File: src/rtl/vgroup_pkg.sv
// Shared LMUL encodings, sequencer state type and the LMUL-to-group-count decode.
package vgroup_pkg;

  localparam logic [2:0] LMUL_1 = 3'b000;
  localparam logic [2:0] LMUL_2 = 3'b001;
  localparam logic [2:0] LMUL_4 = 3'b010;
  localparam logic [2:0] LMUL_8 = 3'b011;

  typedef enum logic {IDLE, ISSUE} state_t;

  // Registers per group; 0 marks a reserved encoding.
  function automatic logic [3:0] lmul_count(input logic [2:0] lmul);
    case (lmul)
      LMUL_1:  return 4'd1;
      LMUL_2:  return 4'd2;
      LMUL_4:  return 4'd4;
      LMUL_8:  return 4'd8;
      default: return 4'd0;
    endcase
  endfunction

endpackage

File: src/rtl/vgroup_lmul_decode.sv
// Capture-time decode: final group index (n-1) and, with VGROUP_ALIGN_CHECK_EN,
// a drop flag for reserved LMUL or bases not aligned to the group size.
module vgroup_lmul_decode
  import vgroup_pkg::*;
#(
  parameter int REG_AW = 5,
  parameter int CNT_W  = 3
) (
  input  logic [2:0]        lmul,
  input  logic              group_en,
  input  logic [REG_AW-1:0] ra_a,
  input  logic [REG_AW-1:0] ra_b,
  input  logic [REG_AW-1:0] rdest,
  output logic [CNT_W-1:0]  last_idx,
  output logic              drop
);

  logic [3:0] cnt;

  always_comb begin
    cnt      = lmul_count(lmul);
    last_idx = '0;
    if (group_en && cnt != 4'd0) last_idx = CNT_W'(cnt - 4'd1);
  end

`ifdef VGROUP_ALIGN_CHECK_EN
  // n is a power of two, so n-1 masks the bits that must be zero.
  logic [REG_AW-1:0] mask;
  assign mask = REG_AW'(last_idx);
  assign drop = group_en && ((cnt == 4'd0) || (|((ra_a | ra_b | rdest) & mask)));
`else
  logic unused_bases;
  assign unused_bases = ^{ra_a, ra_b, rdest};
  assign drop = 1'b0;
`endif

endmodule

File: src/rtl/vgroup_sequencer.sv
// Expands one decoded vector instruction into LMUL micro-ops and stalls fetch
// while a group is in flight. Optional macro: VGROUP_ALIGN_CHECK_EN.
module vgroup_sequencer
  import vgroup_pkg::*;
#(
  parameter int REG_AW = 5,
  parameter int OP_W   = 8,
  parameter int CNT_W  = 3
) (
  input  logic              clk,
  input  logic              rst,
  input  logic              in_valid,
  output logic              in_ready,
  input  logic [OP_W-1:0]   in_op,
  input  logic [REG_AW-1:0] in_raA,
  input  logic [REG_AW-1:0] in_raB,
  input  logic [REG_AW-1:0] in_rdest,
  input  logic [2:0]        in_lmul,
  input  logic              in_group_en,
  output logic              uop_valid,
  input  logic              uop_ready,
  output logic [OP_W-1:0]   uop_op,
  output logic [REG_AW-1:0] uop_raA,
  output logic [REG_AW-1:0] uop_raB,
  output logic [REG_AW-1:0] uop_rdest,
  output logic [CNT_W-1:0]  uop_idx,
  output logic              uop_last,
  output logic              stall_fetch,
  output logic              illegal
);

  state_t            state;
  logic [OP_W-1:0]   op_q;
  logic [REG_AW-1:0] ra_a_q, ra_b_q, rdest_q;
  logic [CNT_W-1:0]  idx, tgt;
  logic [CNT_W-1:0]  dec_last;
  logic              dec_drop;
  logic              accept, capture, done;

  vgroup_lmul_decode #(.REG_AW(REG_AW), .CNT_W(CNT_W)) u_dec (
    .lmul     (in_lmul),
    .group_en (in_group_en),
    .ra_a     (in_raA),
    .ra_b     (in_raB),
    .rdest    (in_rdest),
    .last_idx (dec_last),
    .drop     (dec_drop)
  );

  assign uop_last = uop_valid && (idx == tgt);
  assign accept   = uop_valid && uop_ready;
  assign done     = accept && uop_last;
  assign in_ready = (state == IDLE) || done;
  assign capture  = in_valid && in_ready;

  // In IDLE the stall rises in the capture cycle so IF sees it before the group starts.
  assign stall_fetch = (state == ISSUE) ? !done
                                        : (capture && !dec_drop && dec_last != '0);

  assign uop_op    = op_q;
  assign uop_idx   = idx;
  assign uop_raA   = ra_a_q  + REG_AW'(idx);
  assign uop_raB   = ra_b_q  + REG_AW'(idx);
  assign uop_rdest = rdest_q + REG_AW'(idx);

  always_ff @(posedge clk) begin
    if (rst) begin
      state     <= IDLE;
      uop_valid <= 1'b0;
      idx       <= '0;
      tgt       <= '0;
      op_q      <= '0;
      ra_a_q    <= '0;
      ra_b_q    <= '0;
      rdest_q   <= '0;
    end else if (capture && !dec_drop) begin
      state     <= ISSUE;
      uop_valid <= 1'b1;
      idx       <= '0;
      tgt       <= dec_last;
      op_q      <= in_op;
      ra_a_q    <= in_raA;
      ra_b_q    <= in_raB;
      rdest_q   <= in_rdest;
    end else if (accept) begin
      if (uop_last) begin
        state     <= IDLE;
        uop_valid <= 1'b0;
        idx       <= '0;
      end else begin
        idx <= idx + 1'b1;
      end
    end
  end

`ifdef VGROUP_ALIGN_CHECK_EN
  always_ff @(posedge clk) begin
    if (rst) illegal <= 1'b0;
    else     illegal <= capture && dec_drop;
  end
`else
  assign illegal = 1'b0;
`endif

endmodule

File: config.mk
export PLATFORM = sky130hd
export DESIGN_NAME = vgroup_sequencer
export DESIGN_NICKNAME = d
export VERILOG_FILES = /design/src/rtl/vgroup_pkg.sv /design/src/rtl/vgroup_lmul_decode.sv /design/src/rtl/vgroup_sequencer.sv
export SDC_FILE = /design/constraint.sdc
export NUM_CORES = 1
export LEC_CHECK = 0
export CAP_MARGIN = 25
export CELL_PAD_IN_SITES_DETAIL_PLACEMENT = 1
export CELL_PAD_IN_SITES_GLOBAL_PLACEMENT = 1
export CORE_MARGIN = 5
export CORE_UTILIZATION = 33
export CTS_CLUSTER_DIAMETER = 50
export DETAILED_ROUTE_END_ITERATION = 8
export PLACE_DENSITY = 0.76
export SETUP_SLACK_MARGIN = 0.1
export SYNTH_ARGS = -nofsm -noshare
export SYNTH_HDL_FRONTEND = slang
export SYNTH_SLANG_ARGS = --single-unit
File: constraint.sdc
create_clock -name clk -period 1.91 [get_ports clk]
set_input_delay 0.382 -clock clk [delete_from_list [all_inputs] [get_ports clk]]
set_output_delay 0.382 -clock clk [all_outputs]
set_load 0.02 [all_outputs]
## After elaboration in Yosys (flattened, before gate mapping)

Cells that the tools add are included.
W data, S select, Z words.

- Register bits after elaboration: 30
- Input port bits: 31
- Output and inout bits: 31
- Logic and storage cells: 39

- Add/subtract/negate cells: 5
- Equal/unequal tests: 4
- Mux-type cells: 7
- Bitwise operators: 1
- Reduce and logical (&&, ||, !) cells: 15

Operators with widths:

| cell | count |
|---|---|
| $pmux W4 S4 | 1 |
| $add A5 B3 Y5 | 3 |
| $eq A3 B2 Y1 const B | 2 |
| $logic_and A1 B1 Y1 | 6 |
| $mux W3 | 2 |
| $mux W1 | 4 |
| $reduce_bool A2 Y1 | 2 |
| $reduce_bool A4 Y1 | 1 |
| $add A3 B1 Y3 const B | 1 |
| $eq A3 B1 Y1 const B | 1 |
| $eq A3 B3 Y1 | 1 |
| $logic_not A3 Y1 | 1 |
| $reduce_bool A3 Y1 | 1 |
| $sub A3 B1 Y3 const B | 1 |
| $reduce_and A2 Y1 | 1 |
| $reduce_or A2 Y1 | 1 |
| $logic_not A1 Y1 | 1 |
| $logic_or A1 B1 Y1 | 1 |
| $not A1 Y1 | 1 |

## Depth between registers and ports, before layout

- Depth in word-level cells: 8
- Depth in mapped cells: 6
- Depth with buffers taken out: 6

## Hierarchy

A second synthesis with hierarchy kept.

- Cells, all modules: 197
- Area total of the unflattened synthesis: 1900.6 um2

By module, submodules not included:

| module | times used | cells an instance | area an instance (um2) | sequential area each (um2) |
|---|---|---|---|---|
| vgroup_sequencer | 1 | 184 | 1809.2 | 600.6 |
| vgroup_lmul_decode | 1 | 13 | 91.3 | 0.0 |

## Least setup slack after synthesis

OpenSTA, ideal clock, no wires.

- Kind: register to output
- From: register idx[2], in the netlist uop_idx[2]
- To: output stall_fetch
- Arrival time: 2.230 ns
- Required time: 1.528 ns
- Path slack: -0.702 ns
- Cell stages (with the launch flop): 4
- Path buffers: 0
- Cells stage by stage: dfxtp_1 > xor2_1 > o41ai_1 > o21ai_0

- Cells in the longest elaborated chain, start to end: 7
- Elaborated cells on any way between the ends: 8
- Classes of those cells: eq/ne (1); mux (1); reduce/logical (6)

Ends and longest elaborated chain:

| what | RTL line | source |
|---|---|---|
| from (decl) | vgroup_sequencer.sv:35 | `logic [CNT_W-1:0] idx, tgt;` |
| from (signal assigned) | vgroup_sequencer.sv:91 | `idx <= idx + 1'b1;` |
| $eq A3 B3 Y1 | vgroup_sequencer.sv:50 | `assign uop_last = uop_valid && (idx == tgt);` |
| $logic_and A1 B1 Y1 | vgroup_sequencer.sv:50 |  |
| $logic_and A1 B1 Y1 | vgroup_sequencer.sv:52 | `assign done = accept && uop_last;` |
| $logic_or A1 B1 Y1 | vgroup_sequencer.sv:53 | `assign in_ready = (state == IDLE) \|\| done;` |
| named net in_ready | vgroup_sequencer.sv:13 | `output logic in_ready,` |
| $logic_and A1 B1 Y1 | vgroup_sequencer.sv:54 | `assign capture = in_valid && in_ready;` |
| $logic_and A1 B1 Y1 | vgroup_sequencer.sv:58 | `: (capture && !dec_drop && dec_last != '0);` |
| $mux W1 | vgroup_sequencer.sv:57 | `assign stall_fetch = (state == ISSUE) ? !done` |
| to (decl) | vgroup_sequencer.sv:28 | `output logic stall_fetch,` |

The timed path passes the listed nets, and every way through them passes these cells.

## Worst setup path after layout

- From: register idx[0], in the netlist uop_idx[0]
- To: output uop_rdest[4]

- Cells in the longest elaborated chain, start to end: 1

Ends and longest elaborated chain:

| what | RTL line | source |
|---|---|---|
| $add A5 B3 Y5 | vgroup_sequencer.sv:64 | `assign uop_rdest = rdest_q + REG_AW'(idx);` |
| to (decl) | vgroup_sequencer.sv:25 | `output logic [REG_AW-1:0] uop_rdest,` |

Every way passes these cells.

==> impl_results.md <==
* Status: finished with violations
* Violated checks: setup timing
* Ratio of cells with drive above 1 in the final layout at 42.3%
* Post-Syn Area per Cell at roughly 8.9 µm²
* Initial Utilization at 34.4%
* Clock root buffer: clkbuf_8
* FP Rows at 26
* Routed WL per cell at between 15 and 20 µm
* Mapped Area at approximately 1800 µm²
* Area grow syn2layout at 85.4%
* Core Area at a little over 5000 µm²
* Clock sink total at 30
* Num CTS Buffers at 5
* DIE AREA at slightly below 7000 µm²
* Post-Layout Cell Count at approximately 380
* Synthesized flop and latch total at 30
* CTS clk-pin slew, worst paths at 0.06 ns
* Pwr Density at 550 nW/µm²
* CTS tree: yes
* Final Slew Violations at 0
* Startpoint Class: register
* RSZ-0062 raised after global routing: true
* Yosys top cell area share at roughly 34%
* Antenna Cells at 0
* Final setup violation count at 15
* Die height at roughly 83 µm
* Fin worst setup slack at -0.280 ns
* Layout filler cell count at between 500 and 600
* Placed insts at 355
* Crit end category: output pin
* Final-report hold violation count at 0
* Die X at roughly 83 µm
* Syn Nets at roughly 250
* Worst Tran Pin Value at approximately 0.65 ns
* Tmin final at 2.19 ns
* Max FO, Critical Path at 4
* Top cells by area, synth: dfxtp_1, mux2i_1, nand2_1
* Worst vdd ir at ~0.36 mV
* Final wirelength at approximately 7.2 mm
* Sequential area share after synthesis at around a third
* Post-route cell area at approximately 3300 µm²
* Cts hold-fix bufs at 0
* Leak Pwr at 1.44 nW
* Gr ovfl total at 0
* Placed inst area at around 2800 µm²
* DR vias at ~1800
* Initial DRC count at 75
* Vias in the first global route at ~2000
* First-pass GRT wire length at ~10 mm
* Antenna Nets Post-Route at 0
* # IOs at 62
* DRC Markers at 0
* Longest Clk Path Bufs at 2
* Netlist cell types at 32
* Drt pass-1 iters at 4
* CTS H-tree lvls at 2
* Post-synth top area cell: dfxtp_1
* Cells after Synth at 200
* Worst EP required at around 1.5 ns
* Pin count of the biggest net entering global routing at 36
* Util after Layout at 63.7%
* Routability congestion estimate at 0.764
* Fin Clk Skew at 0.0113 ns
* IO buf count at 60
* Initial antenna violation count at 0
* Detailed placement HPWL at 4.04 mm
* Via/cell ratio at between 4 and 5
* Period utilization at 115%
* WP data arrival at 1.81 ns
* Hold/Removal Path Class: register to register
* Max cap viols at 0
* GR Util All Layers at approximately 18%
* Layout Nets at ~350
* Slew HR at a little under three fifths
* Worst-Skew Late Latency at just under 0.3 ns
* CP Class: register to output pin
* Synth warn at 0
* Fmax at 457 MHz
## kinds of logic after synthesis
family / share of synthesized area, %
adders and majority gates: 11.1
and+or+nand+nor: 16.2
AOI/OAI and AO/OA: 8.66
xor gates and xnor gates: 7.88
other: 0.211
DFF: 33.8
muxes: 14.6
buffers and inverters: 7.53
## sequential cells by signal, summed over array words and instances (netlist names)
| name | count |
|---|---|
| uop_op | 8 |
| ra_a_q | 5 |
| ra_b_q | 5 |
| rdest_q | 5 |
| tgt | 3 |
| uop_idx | 3 |
| state | 1 |
## where the power goes
| part | switching [mW] | internal [mW] | total [mW] |
|---|---|---|---|
| sequential | 0.0494 | 0.668 | 0.717 |
| combinational | 0.272 | 0.322 | 0.593 |
| clock | 0.245 | 0.259 | 0.504 |
| total | 0.567 | 1.25 | 1.81 |
## per-stage QoR
step	hold WS [ns]	TNS, ns	total power [mW]	setup slack [ns]
after floorplan	0.438	0	0.972	0.0546
after CTS	0.462	-1.72	1.75	-0.253
after detailed placement	0.453	-5.97	1.20	-0.842
after global routing	0.480	-2.60	1.89	-0.337
final	0.458	-1.68	1.81	-0.280
after global placement	0.441	-4.85	1.19	-0.820
## synth_stat cells (all sizes together)
master    n
a211oi    1
a21o      3
a21oi     5
a311o     1
a31o      2
and4      1
buf       4
clkbuf    5
clkinv    1
conb      1
dfxtp    30
fa        3
ha       11
inv      14
mux2i    26
nand2    54
nand2b    1
nand3     2
nand4     2
nor2      1
nor2b     4
nor4      2
o2111ai   2
o21ai     4
o221ai    1
o41ai     2
or3       1
xnor2    13
xor2      3
## placed cells by master, fill, tap and decap left out, types with 7 or more instances in the layout
cell             synthesis  layout
inv_2                    0       8
dlygate4sd2_1            0       7
mux2i_1                 26      22
dfxtp_1                 30      24
buf_6                    1      21
buf_4                    1      36
nand2_1                 54      53
ha_4                     0       9
clkdlybuf4s50_1          0      34
xnor2_2                  0       9
## repair_timing
item / 4_1_cts / 5_1_grt
cloned: 2 / 1
resized for setup: 135 / 34
endpoints found under the setup margin: 47 / 42
setup buffers: 6 / 4
pin swaps: 26 / 11
## metal layers
metal  up-vias  part of all wire (%)  GRT usage (%)
met5         -                     0              0
met4         0                   3.1           4.46
met3        16                   4.8           4.46
met2        61                    52           35.5
met1       861                    40           19.9
li1        877                     -              -
## worst max-delay path, cell delays in order (launching register included)
cell	delay, ns
dfxtp_4	0.39
ha_4	0.15
inv_2	0.04
fa_2	0.38
nor2b_2	0.15
o21ai_2	0.10
xnor2_2	0.16
buf_4	0.16
## final cells by class
cell class | instances | area [µm²] | area share (%)
Timing Repair Buffer | 106 | 1040 | 31.6
Clock buffer | 8 | 80.1 | 2.43
Multi-Input combinational cell | 146 | 1410 | 42.8
Tap cell | 70 | 87.6 | 2.66
Sequential cell | 30 | 616 | 18.7
Inverter | 15 | 60.1 | 1.82
## final timing paths
kind	from	endpoint	slack (ns)	depth (start not counted)
setup / recovery	uop_idx[0]$_SDFFE_PP0P_	uop_rdest[4]	-0.28	7
hold / removal	uop_op[0]$_SDFFE_PP0P_	uop_op[0]$_SDFFE_PP0P_	0.46	2
setup reg to reg	uop_idx[0]$_SDFFE_PP0P_	ra_b_q[0]$_SDFFE_PP0P_	0.05	7
hold reg to reg	uop_op[0]$_SDFFE_PP0P_	uop_op[0]$_SDFFE_PP0P_	0.46	2
Power figures use the tool's default switching activity.
